===== src/rtl/matrix_operand_loader_pkg.sv =====
// Shared definitions for the operand loader: loader states, matrix size codes
// and the size-to-element-count decode also used by the adder's active count.
package matrix_operand_loader_pkg;

  localparam int ELEM_W   = 8;
  localparam int MAX_DIM  = 5;
  localparam int MAX_ELEM = MAX_DIM * MAX_DIM;
  localparam int BUS_W    = MAX_ELEM * ELEM_W;
  localparam int CNT_W    = 5;

  typedef enum logic [1:0] {
    ST_IDLE   = 2'd0,
    ST_LOAD_A = 2'd1,
    ST_LOAD_B = 2'd2,
    ST_DONE   = 2'd3
  } state_t;

  localparam logic [1:0] SIZE_2X2 = 2'b00;
  localparam logic [1:0] SIZE_3X3 = 2'b01;
  localparam logic [1:0] SIZE_4X4 = 2'b10;
  localparam logic [1:0] SIZE_5X5 = 2'b11;

  function automatic logic [CNT_W-1:0] size_to_n_elem(input logic [1:0] size);
    logic [CNT_W-1:0] n;
    case (size)
      SIZE_2X2: n = 5'd4;
      SIZE_3X3: n = 5'd9;
      SIZE_4X4: n = 5'd16;
      default:  n = 5'd25;
    endcase
    return n;
  endfunction

endpackage


===== src/rtl/matrix_operand_loader_elem_slot_writer.sv =====
// One packed operand register: whole-bus clear plus a single indexed element
// write per cycle. Element k lives at [k*ELEM_W +: ELEM_W].
module matrix_operand_loader_elem_slot_writer
  import matrix_operand_loader_pkg::*;
(
  input  logic              clk,
  input  logic              reset,
  input  logic              i_clear,
  input  logic              i_we,
  input  logic [CNT_W-1:0]  i_idx,
  input  logic [ELEM_W-1:0] i_data,
  output logic [BUS_W-1:0]  o_bus
);

  logic [BUS_W-1:0] r_bus;

  // Clear wins over a write; slots at or beyond the active count are never addressed.
  always_ff @(posedge clk) begin
    if (reset || i_clear) begin
      r_bus <= '0;
    end else if (i_we) begin
      for (int k = 0; k < MAX_ELEM; k++) begin
        if (i_idx == CNT_W'(k)) begin
          r_bus[k*ELEM_W +: ELEM_W] <= i_data;
        end
      end
    end
  end

  assign o_bus = r_bus;

endmodule


===== src/rtl/matrix_operand_loader.sv =====
// Streams matrix elements (A then B, row-major) into two packed operand buses
// and holds them with 'loaded' until the downstream consumer acks.
module matrix_operand_loader
  import matrix_operand_loader_pkg::*;
(
  input  logic              clk,
  input  logic              reset,
  input  logic              start,
  input  logic [1:0]        matrix_size,
  input  logic [ELEM_W-1:0] data_in,
  input  logic              data_valid,
  output logic              data_ready,
  input  logic              ack,
  output logic [BUS_W-1:0]  matrix_A,
  output logic [BUS_W-1:0]  matrix_B,
  output logic [1:0]        size_out,
  output logic              busy,
  output logic              loaded,
  output state_t            dbg_state
);

  // Handshake: an element moves when data_valid && data_ready on a rising
  // edge; data_ready is a pure decode of the registered state (LOAD_A/LOAD_B),
  // so it never depends combinationally on data_valid.

  state_t           r_state;
  state_t           w_next_state;
  logic [CNT_W-1:0] r_count;
  logic [1:0]       r_size;

  logic             w_start_take;
  logic             w_transfer;
  logic             w_last;
  logic [CNT_W-1:0] w_n_elem;

  assign w_n_elem     = size_to_n_elem(r_size);
  assign w_start_take = (r_state == ST_IDLE) && start;
  assign data_ready   = (r_state == ST_LOAD_A) || (r_state == ST_LOAD_B);
  assign w_transfer   = data_valid && data_ready;
  assign w_last       = (r_count == (w_n_elem - 5'd1));

  always_ff @(posedge clk) begin
    if (reset) begin
      r_state <= ST_IDLE;
    end else begin
      r_state <= w_next_state;
    end
  end

  always_comb begin
    w_next_state = r_state;
    case (r_state)
      ST_IDLE:   if (start) w_next_state = ST_LOAD_A;
      ST_LOAD_A: if (w_transfer && w_last) w_next_state = ST_LOAD_B;
      ST_LOAD_B: if (w_transfer && w_last) w_next_state = ST_DONE;
      ST_DONE:   if (ack) w_next_state = ST_IDLE;
      default:   w_next_state = ST_IDLE;
    endcase
  end

  // The counter wraps to 0 on the last A element so B starts at slot 0 with no bubble.
  always_ff @(posedge clk) begin
    if (reset) begin
      r_count <= '0;
      r_size  <= SIZE_2X2;
    end else if (w_start_take) begin
      r_count <= '0;
      r_size  <= matrix_size;
    end else if (w_transfer) begin
      r_count <= w_last ? '0 : r_count + 5'd1;
    end
  end

  matrix_operand_loader_elem_slot_writer u_slot_a (
    .clk     (clk),
    .reset   (reset),
    .i_clear (w_start_take),
    .i_we    (w_transfer && (r_state == ST_LOAD_A)),
    .i_idx   (r_count),
    .i_data  (data_in),
    .o_bus   (matrix_A)
  );

  matrix_operand_loader_elem_slot_writer u_slot_b (
    .clk     (clk),
    .reset   (reset),
    .i_clear (w_start_take),
    .i_we    (w_transfer && (r_state == ST_LOAD_B)),
    .i_idx   (r_count),
    .i_data  (data_in),
    .o_bus   (matrix_B)
  );

  assign size_out  = r_size;
  assign busy      = data_ready;
  assign loaded    = (r_state == ST_DONE);
  assign dbg_state = r_state;

endmodule


===== config.mk =====
export PLATFORM = sky130hd
export DESIGN_NAME = matrix_operand_loader
export DESIGN_NICKNAME = d
export VERILOG_FILES = /design/src/rtl/matrix_operand_loader_pkg.sv /design/src/rtl/matrix_operand_loader_elem_slot_writer.sv /design/src/rtl/matrix_operand_loader.sv
export SDC_FILE = /design/constraint.sdc
export NUM_CORES = 1
export LEC_CHECK = 0
export ABC_AREA = 0
export BUFFER_PORTS_ARGS = -buffer_cell sky130_fd_sc_hd__buf_2
export CORE_MARGIN = 2
export CORE_UTILIZATION = 35
export CTS_CLUSTER_DIAMETER = 40
export DETAILED_ROUTE_END_ITERATION = 10
export HOLD_SLACK_MARGIN = 0.05
export PLACE_DENSITY_LB_ADDON = 0.2
export SLEW_MARGIN = 10
export SYNTH_ARGS = -nofsm -noshare
export SYNTH_HDL_FRONTEND = slang
export SYNTH_SLANG_ARGS = --single-unit

===== constraint.sdc =====
create_clock -name clk -period 2.7 [get_ports clk]
set_input_delay 0.135 -clock clk [delete_from_list [all_inputs] [get_ports clk]]
set_output_delay 0.135 -clock clk [all_outputs]
set_load 0.01 [all_outputs]

==> flow_summary_export.csv <==
group,metric,value,unit
timing,layout_min_cycle_time,2.35,ns
critical_path,worstSetupStartpoint,"dbg_state[0]",
logic_synthesis,synth-edff-count,0,
floorplan,core,0.0431,mm²
final_layout,seqCellArea,0.00819,mm²
detailed_routing,post-route-drc-count,0,
final_layout,drive_gt1_share,31.1,%
clock_network,htree_levels,2,
logic_synthesis,synth_flop_cell,"dfxtp_1",
final_layout,diodes,0,
grt,grt_max_degree,107,
floorplan,die_y,213,µm
timing,finalSetupViolCount,0,
flow_run,max-cap-violations,0,
timing,slew_violations,0,
placement,dp_hpwl,33.6,mm
clock_network,clk-insertion-delay-late,0.59,ns
timing,tns,0,ns
clock_network,tritoncts,"built",
placement,post-place-ws,0.386,ns
grt,grt_usage,21.4,%
logic_synthesis,syn_area,0.0153,mm²
detailed_routing,routed_wl,49.9,mm
pwr,leakagePower,0.00853,µW
critical_path,r2r_end,"u_slot_a.o_bus[71]",
floorplan,dieArea,0.0454,mm²
grt,grt_overflow,0,
detailed_routing,vias,12100,
logic_synthesis,yosysTopAreaCell,"dfxtp_1",
timing,maxSlewHeadroom,48.7,%
logic_synthesis,synth.top_cell.area_share,53.5,%
worst_hold_path,holdCritPathClass,"in -> reg",
placement,gp_congestion,0.780,
timing,fmax,425,MHz
clock_network,clockBufferDepth,3,
logic_synthesis,postSynthAreaPerCell,10.0,µm²
critical_path,start_kind,"flip-flop",
critical_path,r2r_cells,7,
clock_network,cts_made_buffers,58,
timing,final.setup_skew,0.0191,ns
critical_path,max_stage_delay,0.48,ns
logic_synthesis,ys_types,45,
critical_path,crit_arrival,2.80,ns
detailed_routing,via_per_inst,4.73,
critical_path,criticalPathCategory,"reg -> reg",
timing,rsz0062_at_grt,"false",
critical_path,cp_slowest_cell,"ha_1",
pwr,totalPowerFinal,15100,µW
grt,antenna_found_initial,1,
timing,timing.final.ws_setup,0.347,ns
clock_network,cts_resized,0,
detailed_routing,wl_per_cell,19.5,µm
logic_synthesis,synth_nets,1553,
grt,grt_pass1_wl,73.3,mm
clock_network,cts_setup_buffers,0,
clock_network,cts_sinks,409,
grt,grt_pass1_vias,11600,
timing,worst_pin_slew,0.770,ns
final_layout,syn2layout_area_growth,31.1,%
logic_synthesis,ys_ff_latch,409,
floorplan,boundaryPins,422,
pwr,ir_worst_vdd,487,µV
critical_path,crit_chain,"inv_1, ha_1, nor2b_2, nand2_2, nor2_8, mux2i_1, nor2_1",
status,run_status,"finished, final reports clean",
logic_synthesis,synthTopCellsByArea,"dfxtp_1 (54%), mux2i_1 (22%), nor2_1 (8.3%), a21oi_1 (2.5%), clkbuf_1 (2.3%)",
pwr,powerDensity,755,mW/mm²
detailed_routing,firstDrtPassIters,5,
critical_path,reg2reg_slack,0.35,ns
floorplan,rows,76,
timing,final_hold_viol_count,0,
critical_path,critPathCapture,"u_slot_a.o_bus[71]",
detailed_routing,drtAntennaViolNets,0,
critical_path,r2r_start,"dbg_state[0]",
clock_network,cts_root_buf,"clkbuf_16",
floorplan,start_util,35.5,%
final_layout,nets,1955,
critical_path,worstPathMaxFanout,8,
final_layout,nFillCells,4199,
clock_network,clk_pin_slew,0.05,ns
placement,numPortBuffers,421,
floorplan,die_w,213,µm
logic_synthesis,async_flop_share,0,%
critical_path,endpoint_kind,"flip-flop",
logic_synthesis,ys_seq_area_share,53.5,%
timing,period_share,87.1,%
final_layout,multiInputGateArea,0.00660,mm²
critical_path,critPathRequiredTime,3.15,ns
logic_synthesis,syn-instance-count,1528,
logic_synthesis,ys_warn_count,0,
detailed_routing,first_iter_violations,738,
clock_network,postCtsHoldBufs,7,
-- where the power goes --
| part | internal [µW] | switching (µW) | total [µW] |
|---|---|---|---|
| combinational | 426 | 1210 | 1640 |
| sequential | 6080 | 52.4 | 6130 |
| clock | 4460 | 2910 | 7370 |
-- flip-flops by register name, summed over array words and instances, names as in the netlist --
register / flops
u_slot_a.o_bus: 200
r_count: 5
dbg_state: 2
size_out: 2
u_slot_b.o_bus: 200
-- Yosys cell counts (2+ instances only) --
cell and instances:
o21ai_0 57, nor2_4 20, buf_2 7, buf_4 6, nor2_8 10, inv_1 6, xor2_1 2, or3_1 2
nand4_1 2, clkbuf_1 95, nand3_1 4, mux2i_1 329, ha_1 10, a21oi_1 76, nand2_2 7, nand2_1 88
o21ai_1 9, buf_1 9, and3_1 3, nand3_2 6, nor2_1 339, dfxtp_1 409, nor2_2 10
-- metal layers --
layer / track usage (%) / part of all wire, %
met1: 27.2 / 43
met2: 35.2 / 47
met3: 6.32 / 7.8
met4: 6.17 / 2.3
met5: 0 / 0.026
-- logic make-up (layout without fill, tap and decap cells) --
logic type,Yosys count,in the layout,share of synthesized area (%)
mux,329,329,21.5
buf+inv,125,575,3.34
flops,409,409,53.5
compound gates,151,151,5.15
simple gates,501,501,15.4
xor+xnor,3,3,0.172
fa+ha+maj,10,10,0.818
-- layout by cell type, fill, tap and decap left out, types with 3 or more instances in the layout --
cell type and count:
buf_2 421, clkbuf_1 8, clkinv_2 6, ha_1 10
o21ai_1 9, o21ai_0 57, inv_8 5, buf_12 13
mux2i_1 329, inv_6 8, a21oi_1 76, clkbuf_16 59
dlygate4sd3_1 7, buf_4 19, dfxtp_1 409, nor2_1 339
clkinvlp_4 8, nor2_4 20, clkbuf_8 11, nor2_8 10
inv_1 6, nand3_2 6, and3_1 3, nor2_2 10
nand3_1 4, nand2_2 7, nand2_1 88
-- critical path: cells and delay by family, from the launching register on --
family                     cells  cell delay, ns
DFF                            1            0.39
buffers and inverters          1            0.10
muxes                          1            0.22
adders and majority gates      1            0.48
and+or+nand+nor                4            1.01
-- worst min-delay path by stage --
stage                           from                 end  slack, ns  cells after the start
after floorplan                reset        dbg_state[0]       0.20                      1
after global placement         reset        dbg_state[0]       0.38                      2
after detailed placement       reset         size_out[0]       0.39                      2
after CTS                 data_in[1]  u_slot_b.o_bus[33]       0.11                      3
after global routing      data_in[4]  u_slot_b.o_bus[52]       0.13                      3
final                     data_in[1]  u_slot_b.o_bus[49]       0.14                      3
-- stage by stage --
stage | instances | instance area (µm²) | hold slack, ns | util, %
3_3_place_gp | 2448 | 18100 | 0.375 | 41.9
3_5_place_dp | 2448 | 18100 | 0.392 | 41.9
4_1_cts | 2563 | 20100 | 0.110 | 46.5
6_report | 2563 | 20100 | 0.139 | 46.5
2_1_floorplan | 1528 | 15300 | 0.204 | -
5_1_grt | 2563 | 20100 | 0.134 | 46.5
-- final cells by class --
cell class / count / share of cell area (%)
repair buffers: 460 / 12.9
clock inverters: 30 / 1.32
multi-input cells: 994 / 32.9
inverters: 7 / 0.144
flip-flops and latches: 409 / 40.8
clock buffers: 78 / 8.27
well taps: 585 / 3.65
(Power assumes the default switching activity.)
